### src/rtl/netlist_bist_ctrl_pkg.sv
// Shared definitions for the netlist BIST controller: defaults, FSM encoding
// and the Galois shift step used by both the pattern LFSR and the MISR.
package netlist_bist_ctrl_pkg;

  localparam logic [15:0] DEF_POLY      = 16'hB400;
  localparam logic [15:0] DEF_LFSR_SEED = 16'hACE1;

  typedef enum logic [2:0] {
    ST_IDLE,
    ST_SEED,
    ST_APPLY,
    ST_CAPTURE,
    ST_DONE
  } bist_state_t;

  function automatic logic [15:0] galois_step(input logic [15:0] value,
                                              input logic [15:0] poly);
    return (value >> 1) ^ (value[0] ? poly : 16'h0000);
  endfunction

endpackage

### src/rtl/netlist_bist_ctrl_misr.sv
// 16-bit multiple-input signature register; clr zeroes it, en folds in one
// response word per capture.
module bist_misr
  import netlist_bist_ctrl_pkg::*;
#(
  parameter logic [15:0] POLY = DEF_POLY
) (
  input  logic        clk,
  input  logic        rst,
  input  logic        clr,
  input  logic        en,
  input  logic [15:0] data_in,
  output logic [15:0] sig
);

  always_ff @(posedge clk) begin
    if (rst) begin
      sig <= '0;
    end else if (clr) begin
      sig <= '0;
    end else if (en) begin
      sig <= galois_step(sig, POLY) ^ data_in;
    end
  end

endmodule

### src/rtl/netlist_bist_ctrl.sv
// Pattern generator and response compactor wrapped around one combinational
// netlist under test; compares the final signature against golden_sig.
//
// state      | meaning
// IDLE       | waiting for start; pass holds last result
// SEED       | load LFSR, clear MISR and counters
// APPLY      | vector on dut_in, waiting for the netlist to settle
// CAPTURE    | fold dut_out into MISR, advance LFSR
// DONE       | one-cycle done pulse, latch the compare result
module netlist_bist_ctrl
  import netlist_bist_ctrl_pkg::*;
#(
  parameter int          IN_W         = 14,
  parameter int          OUT_W        = 8,
  parameter int          NUM_PATTERNS = 256,
  parameter int          SETTLE       = 1,
  parameter logic [15:0] LFSR_SEED    = DEF_LFSR_SEED,
  parameter logic [15:0] POLY         = DEF_POLY
) (
  input  logic             clk,
  input  logic             rst,
  input  logic             start,
  input  logic             abort,
  input  logic [15:0]      golden_sig,
  input  logic [OUT_W-1:0] dut_out,
  output logic [IN_W-1:0]  dut_in,
  output logic             busy,
  output logic             done,
  output logic             pass,
  output logic [15:0]      signature
);

  bist_state_t state, state_nxt;
  logic [15:0] lfsr;
  logic [15:0] pat_cnt;
  logic [3:0]  settle_cnt;
  logic [15:0] dut_out_ext;
  logic        pass_q;
  logic        seed_en;
  logic        capture_en;
  logic        abort_run;

  assign abort_run = abort && (state != ST_IDLE);

  always_ff @(posedge clk) begin
    if (rst) begin
      state <= ST_IDLE;
    end else begin
      state <= state_nxt;
    end
  end

  always_comb begin
    state_nxt = state;
    if (abort_run) begin
      state_nxt = ST_IDLE;
    end else begin
      case (state)
        ST_IDLE:    if (start) state_nxt = ST_SEED;
        ST_SEED:    state_nxt = ST_APPLY;
        ST_APPLY:   if (settle_cnt == '0) state_nxt = ST_CAPTURE;
        ST_CAPTURE: state_nxt = (pat_cnt == '0) ? ST_DONE : ST_APPLY;
        ST_DONE:    state_nxt = ST_IDLE;
        default:    state_nxt = ST_IDLE;
      endcase
    end
  end

  // The compare is live during DONE so pass is already valid with the done pulse.
  always_comb begin
    seed_en    = (state == ST_SEED) && !abort_run;
    capture_en = (state == ST_CAPTURE) && !abort_run;
    busy       = (state == ST_SEED) || (state == ST_APPLY) || (state == ST_CAPTURE);
    done       = (state == ST_DONE) && !abort_run;
    pass       = done ? (signature == golden_sig) : pass_q;
  end

  // Settle and pattern counters run down to a terminal count of zero.
  always_ff @(posedge clk) begin
    if (rst) begin
      lfsr       <= '0;
      pat_cnt    <= '0;
      settle_cnt <= '0;
      pass_q     <= 1'b0;
    end else if (abort_run) begin
      pass_q <= 1'b0;
    end else begin
      if (seed_en) begin
        lfsr       <= LFSR_SEED;
        pat_cnt    <= 16'(NUM_PATTERNS - 1);
        settle_cnt <= 4'(SETTLE - 1);
        pass_q     <= 1'b0;
      end
      if (state == ST_APPLY && settle_cnt != '0) begin
        settle_cnt <= settle_cnt - 4'd1;
      end
      if (capture_en) begin
        lfsr       <= galois_step(lfsr, POLY);
        settle_cnt <= 4'(SETTLE - 1);
        if (pat_cnt != '0) pat_cnt <= pat_cnt - 16'd1;
      end
      if (done) begin
        pass_q <= pass;
      end
    end
  end

  always_comb begin
    dut_out_ext = '0;
    dut_out_ext[OUT_W-1:0] = dut_out;
  end

  assign dut_in = lfsr[IN_W-1:0];

  bist_misr #(
    .POLY(POLY)
  ) u_misr (
    .clk    (clk),
    .rst    (rst),
    .clr    (seed_en),
    .en     (capture_en),
    .data_in(dut_out_ext),
    .sig    (signature)
  );

endmodule

### config.mk
export PLATFORM = sky130hd
export DESIGN_NAME = netlist_bist_ctrl
export DESIGN_NICKNAME = d
export VERILOG_FILES = /design/src/rtl/netlist_bist_ctrl_pkg.sv /design/src/rtl/netlist_bist_ctrl_misr.sv /design/src/rtl/netlist_bist_ctrl.sv
export SDC_FILE = /design/constraint.sdc
export NUM_CORES = 1
export LEC_CHECK = 0
export ABC_AREA = 1
export CORE_MARGIN = 2
export CORE_UTILIZATION = 55
export CTS_BUF_LIST = sky130_fd_sc_hd__clkbuf_2 sky130_fd_sc_hd__clkbuf_4 sky130_fd_sc_hd__clkbuf_8
export CTS_CLUSTER_DIAMETER = 30
export DETAILED_ROUTE_END_ITERATION = 8
export GPL_ROUTABILITY_DRIVEN = 0
export PLACE_DENSITY = 0.83
export SLEW_MARGIN = 20
export SYNTH_ARGS = -nofsm -noshare
export SYNTH_HDL_FRONTEND = slang
export SYNTH_HIERARCHICAL = 1
export SYNTH_SLANG_ARGS = --single-unit
export TNS_END_PERCENT = 10
### constraint.sdc
create_clock -name clk -period 2.26 [get_ports clk]
set_input_delay 0.452 -clock clk [delete_from_list [all_inputs] [get_ports clk]]
set_output_delay 0.452 -clock clk [all_outputs]
set_load 0.01 [all_outputs]
==> results of run 1 <==
area by class of cell:
type | count | area share (%)
multi-input cells | 351 | 42.3
repair buffers | 72 | 16.8
clock buffers | 5 | 1.69
inverters | 95 | 8.88
flip-flops and latches | 56 | 27.5
clock inverters | 3 | 0.522
well taps | 75 | 2.30
flip-flops by register name, indices dropped and copies added (netlist names):
| name | count |
|---|---|
| lfsr | 16 |
| pat_cnt | 16 |
| u_misr/sig | 16 |
| settle_cnt | 4 |
| state | 3 |
| pass_q | 1 |
power by group through the flow:
stage	sequential, uW	combinational, uW	clock [uW]
after CTS	1110	782	573
after detailed placement	1130	777	0
final	1110	790	560
after global routing	1120	899	613
after floorplan	1120	571	0
after global placement	1130	758	0
timing repair:
| item | 4_1_cts | 5_1_grt |
|---|---|---|
| pin swaps | 0 | 1 |
| hold buffers | 0 | 0 |
| setup endpoints to repair | 2 | 1 |
| resized for setup | 5 | 3 |
| cloned | 0 | 0 |
routing by layer:
metal  GRT usage (%)  vias to the layer above  part of all wire (%)
li1                -                     1705                     -
met1            27.8                     1454                    45
met2            42.8                       55                    50
met3            3.85                        9                   4.0
met4            6.33                        0                   1.0
met5               0                        -                     0
kinds of logic after synthesis:
family                   after synthesis
AND/OR/NAND/NOR                      256
buffers and inverters                120
AO/OA/AOI/OAI                         62
flip-flops                            56
XOR/XNOR                              18
adder cells (fa/ha/maj)                4
other                                  1
worst register-to-register path: stages (launching register included):
cell and delay, ns:
dfxtp_1 0.32, inv_1 0.14, ha_1 0.17, inv_1 0.05, nor2_1 0.08, nand2_1 0.05
nor2_1 0.09, nand2_1 0.15, nand2_4 0.21, nand2_1 0.18, o21ai_0 0.19, nor2_1 0.06
Yosys cell counts:
cell	count	share of area, %
a21oi_1	17	2.5
a221oi_1	5	1.3
buf_2	2	0.30
buf_4	15	3.4
buf_6	3	1.0
buf_8	1	0.45
clkbuf_1	3	0.34
clkbuf_8	1	0.41
clkinv_4	1	0.26
conb_1	1	0.11
dfxtp_1	56	33
ha_1	4	1.5
inv_1	91	10
inv_2	3	0.34
nand2_1	106	12
nand2_2	1	0.19
nand2_4	2	0.67
nand2_8	1	0.60
nand3_1	31	4.6
nand3b_1	2	0.45
nand4_1	3	0.56
nor2_1	93	10
nor2_8	1	0.60
nor3_1	9	1.3
nor3_2	1	0.30
nor3_4	1	0.49
nor4_1	2	0.37
o21ai_0	24	3.6
o21ai_1	8	1.2
o21ai_2	1	0.26
o22ai_1	4	0.75
o32ai_1	3	0.79
or2_1	1	0.19
or2_2	2	0.37
xnor2_1	4	1.0
xor2_1	14	3.7
how the worst min path moves through the flow:
stage                  start            end  depth (start not counted)  slack [ns]
4_1_cts        settle_cnt[0]  settle_cnt[0]                          2        0.47
2_1_floorplan       lfsr[15]       lfsr[14]                          2        0.44
3_5_place_dp   settle_cnt[0]  settle_cnt[0]                          2        0.45
3_3_place_gp   settle_cnt[0]  settle_cnt[0]                          2        0.45
6_report            lfsr[15]       lfsr[14]                          2        0.47
5_1_grt        settle_cnt[0]  settle_cnt[0]                          2        0.49
per-stage QoR:
step	utilization [%]	setup TNS, ns	setup WS (ns)	instance area, um2	instances
after floorplan	-	0	0.593	3380	527
after global placement	67.5	-0.393	-0.281	3970	649
after detailed placement	67.5	-0.407	-0.300	3970	649
after CTS	69.1	0	0.0269	4070	657
after global routing	69.2	0	0.00633	4070	657
final	69.2	0	0.140	4070	657
==> flow_summary.yaml, run 1 <==
synth:
  syn_inst: 517
  avgSynthCellArea_um2: 6.47
  synth_compound_area_share_pct: 10.4
  synth_top_family_by_area: "simple AND/OR/NAND/NOR gates"
  synth-xor-area-share_pct: 4.71
  ys_ff_latch: 56
  synthSimpleGateAreaFrac_pct: 33.1
  synthMuxAreaShare_pct: 0
  syn-cell-area_um2: 3350
  seq_area_frac_synth_pct: 33.5
  synthAdderAreaFrac_pct: 1.50
  synth_cell_types: 36
  yosysWarnings: 6
timing:
  fin_skew_ns: 0.0181
  tightest_slew_ns: 0.511
  rsz0062_at_grt: "no"
  slew_violations: 0
  clock.fmax_ghz: 0.472
  setup_violations: 0
  holdWs_ns: 0.466
  final.min_clock_period_ns: 2.12
  hold_viol_final: 0
  slew_headroom_pct: 65.9
  post-route-period-util_pct: 93.8
floorplan:
  coreArea_um2: 5890
  start_util_pct: 56.9
  die_height_um: 82.0
  core.rowCount: 28
  die_w_um: 82.0
  dieArea_um2: 6730
  pin_count: 61
setup_path:
  required_ns: 1.81
  startpoint: "golden_sig[4]"
  rr_worst_depth: 11
  path_max_fanout: 2
  slowest_stage: "clkdlybuf4s50_1"
  path_buf_inv: 3
  crit_arrival_ns: 1.67
  r2r_start: "pat_cnt[0]"
  slowest_delay_ns: 0.47
  critical_path_depth: 10
  rrSetupSlack_ns: 0.46
  start_kind: "input pin"
  cp_cell_sequence: "clkdlybuf4s50_1 > inv_1 > nand2_1 > nand2_1 > nor2_2 > nand2_1 > nor2_1 > nand3_2 > nand2_1 > clkbuf_2"
  r2r-end: "pat_cnt[5]"
  critPathKind: "in2out"
  critPathTopFamily: "buffers and inverters"
  setup.worst_path.end: "pass"
  critPathCaptureType: "output pin"
  crit_path_frequent_cell: "nand2_1"
clocking:
  insertion_delay_ns: 0.31
  cts_tree: "done"
  clk_path_buf_depth: 2
  cts_setup_buffers: 0
  cts_buffers: 5
  clock_sinks: 56
  h-tree-depth: 2
  cts-root-buf: "clkbuf_8"
  path_clk_slew_ns: 0.09
detailed_routing:
  vias_per_cell: 4.91
  drc: 0
  ant_nets: 0
  drtPass1Iterations: 4
  vias: 3223
  avgRoutedWirePerCell_um: 11.4
  drt_wl_total_um: 7460
  drt-initial-drc-count: 127
global_routing:
  grt_pass1_wl_um: 12400
  grt_overflow_total: 0
  grt_pass1_vias: 2965
  track_usage_pct: 23.3
  grt_max_degree: 19
  grt_antenna_before_repair: 0
cells_and_area:
  mostFrequentLayoutCell: "nand2_1"
  multi_input_area_um2: 1720
  drive_gt1_share_pct: 6.70
  final_nets: 613
  num-fill-cells: 518
  ff_latch_area_um2: 1120
  syn2layout_area_growth_pct: 21.6
  antennaDiodeCount: 0
  mostFrequentLayoutCells: "nand2_1 (106), inv_1 (91), nor2_1 (91)"
pwr:
  leakage_uw: 0.00198
  pwr-share-clk_pct: 22.8
  p_int_uw: 1590
  vdd_drop_max_mv: 0.477
  p_per_area_nw_per_um2: 604
  power_uw: 2460
  power_frac_seq_pct: 45.2
  comb_power_share_pct: 32.1
  swShare_pct: 35.4
  power_switching_uw: 870
placed_design:
  io_buffers: 60
  hpwl_um: 5750
hold_path:
  hp-class: "reg2reg"
run:
  maxCapViolations: 0
status:
  status: "complete, no violations"
Power figures use the tool's default switching activity.
==> inputs of run 2 (changes only) <==
--- a/config.mk
+++ b/config.mk
@@ -7,12 +7,12 @@
 export LEC_CHECK = 0
 export ABC_AREA = 1
 export CORE_MARGIN = 2
-export CORE_UTILIZATION = 55
+export CORE_UTILIZATION = 59
 export CTS_BUF_LIST = sky130_fd_sc_hd__clkbuf_2 sky130_fd_sc_hd__clkbuf_4 sky130_fd_sc_hd__clkbuf_8
 export CTS_CLUSTER_DIAMETER = 30
 export DETAILED_ROUTE_END_ITERATION = 8
 export GPL_ROUTABILITY_DRIVEN = 0
-export PLACE_DENSITY = 0.83
+export PLACE_DENSITY = 0.88
 export SLEW_MARGIN = 20
 export SYNTH_ARGS = -nofsm -noshare
 export SYNTH_HDL_FRONTEND = slang
==> constraint.sdc (replaced) <==
create_clock -name clk -period 2.8 [get_ports clk]
set_input_delay 0.56 -clock clk [delete_from_list [all_inputs] [get_ports clk]]
set_output_delay 0.56 -clock clk [all_outputs]
set_load 0.01 [all_outputs]
==> run 2 against run 1 <==
  * Via count up 0.12%
  * Total power down 19%
  * Die area down 6.5%
  * Clock skew down 0.0041 ns
  * Flip-flop and latch count unchanged
  * First-iteration DRC count up 38%
  * Worst setup slack better by 0.20 ns
==> flow_summary.yaml, run 2 (same netlist as run 1, synthesis figures left out) <==
timing:
  fin_skew_ns: 0.0140
  slew_violations: 0
  hold_viol_final: 0
  tightest_slew_ns: 0.522
  clock.fmax_ghz: 0.407
  post-route-period-util_pct: 87.7
  final.min_clock_period_ns: 2.46
  setup_violations: 0
  rsz0062_at_grt: "no"
  slew_headroom_pct: 65.2
  setup_tns_ns: 0
floorplan:
  start_util_pct: 60.8
  dieArea_um2: 6290
  die_w_um: 79.3
  coreArea_um2: 5510
  core.rowCount: 27
  pin_count: 61
  die_height_um: 79.3
clocking:
  cts_setup_buffers: 0
  clock_sinks: 56
  h-tree-depth: 2
  cts_tree: "done"
  path_clk_slew_ns: 0.10
  insertion_delay_ns: 0.32
  clk_path_buf_depth: 2
  cts-root-buf: "clkbuf_8"
  cts_buffers: 5
pwr:
  p_int_uw: 1280
  pwr-share-clk_pct: 23.6
  power_switching_uw: 718
  power_frac_seq_pct: 45.2
  comb_power_share_pct: 31.2
  swShare_pct: 35.9
  leakage_uw: 0.00197
  p_per_area_nw_per_um2: 497
  vdd_drop_max_mv: 0.352
cells_and_area:
  final_nets: 606
  mostFrequentLayoutCell: "nand2_1"
  largestRegisters: "lfsr: 16 flops, pat_cnt: 16 flops, u_misr/sig: 16 flops"
  stdcell_count: 647
  drive_gt1_share_pct: 5.04
  syn2layout_area_growth_pct: 20.1
  antennaDiodeCount: 0
  mostFrequentLayoutCells: "nand2_1 (106), inv_1 (91), nor2_1 (91)"
  final_core_util_pct: 73.0
placed_design:
  io_buffers: 60
  hpwl_um: 5700
  dp_cells: 639
global_routing:
  grt_overflow_total: 0
  grt_antenna_before_repair: 0
  grt_max_degree: 20
  track_usage_pct: 25.1
  grt_pass1_wl_um: 12800
  grt_pass1_vias: 3055
status:
  status: "complete, no violations"
hold_path:
  hp-class: "reg2reg"
  hold_depth: 2
detailed_routing:
  drc: 0
  avgRoutedWirePerCell_um: 11.8
  vias_per_cell: 4.99
  drt-initial-drc-count: 175
  drtPass1Iterations: 5
  drt_wl_total_um: 7600
  ant_nets: 0
  vias: 3227
setup_path:
  rr_worst_depth: 11
  crit_arrival_ns: 1.90
  required_ns: 2.24
  start_kind: "input pin"
  path_max_fanout: 4
  critPathCaptureType: "output pin"
  critPathKind: "in2out"
run:
  maxCapViolations: 0
[run 2: cell types whose count changed in the layout (fill, tap and decap cells not counted)]
cell / before / now
clkdlybuf4s50_1: 58 / 59
clkinv_2: 1 / 0
dlymetal6s2s_1: 0 / 1
clkinv_4: 1 / 2
buf_4: 12 / 5
inv_6: 1 / 2
nand3_2: 2 / 0
dlygate4sd2_1: 1 / 0
clkinvlp_4: 1 / 0
nand3_1: 29 / 31
clkbuf_2: 1 / 0
[run 2: final timing paths]
check,startpoint,to,slack [ns]
worst max-delay path,abort,done,0.34
worst min-delay path,lfsr[15],lfsr[14],0.47
worst max register to register,pat_cnt[0],pat_cnt[3],0.98
worst min register to register,lfsr[15],lfsr[14],0.47
[run 2: critical path: stages]
cell	delay [ns]
clkdlybuf4s50_1	0.44
inv_1	0.11
nand3_1	0.16
inv_1	0.09
clkdlybuf4s50_1	0.54
[run 2: stage by stage]
stage | hold slack [ns] | worst slack, ns | area [um2] | power, uW
after floorplan | 0.437 | 1.07 | 3380 | 1370
after global placement | 0.450 | 0.0570 | 3920 | 1510
after detailed placement | 0.456 | 0.0255 | 3920 | 1530
after CTS | 0.470 | 0.0231 | 4010 | 1990
after global routing | 0.490 | 0.272 | 4020 | 2130
final | 0.468 | 0.344 | 4020 | 2000
[run 2: layer usage]
| metal | share of wire [%] | up-vias | track usage, % |
|---|---|---|---|
| met5 | 0 | - | 0 |
| met2 | 51 | 84 | 46.5 |
| met3 | 4.2 | 13 | 4.43 |
| met1 | 43 | 1448 | 28.8 |
| met4 | 1.6 | 0 | 8.79 |
| li1 | - | 1682 | - |
[run 2: cell type report]
type / instances / area, um2
timing repair buffer: 65 / 641
tap: 72 / 90.1
clock inverter: 3 / 26.3
clock buffer: 5 / 68.8
inverter: 95 / 362
multi-input combinational: 351 / 1710
fill: 432 / 1490
sequential: 56 / 1120
[run 2: power by group through the flow]
stage	sequential (uW)	combinational, uW	clock, uW
4_1_cts	902	617	475
5_1_grt	911	709	512
3_3_place_gp	919	592	0
3_5_place_dp	920	608	0
6_report	903	624	472
2_1_floorplan	905	461	0
[run 2: repair_timing]
action / CTS / global route
endpoints found under the setup margin: 0 / 1
hold buffers: 0 / 0
gates resized for setup: 0 / 3
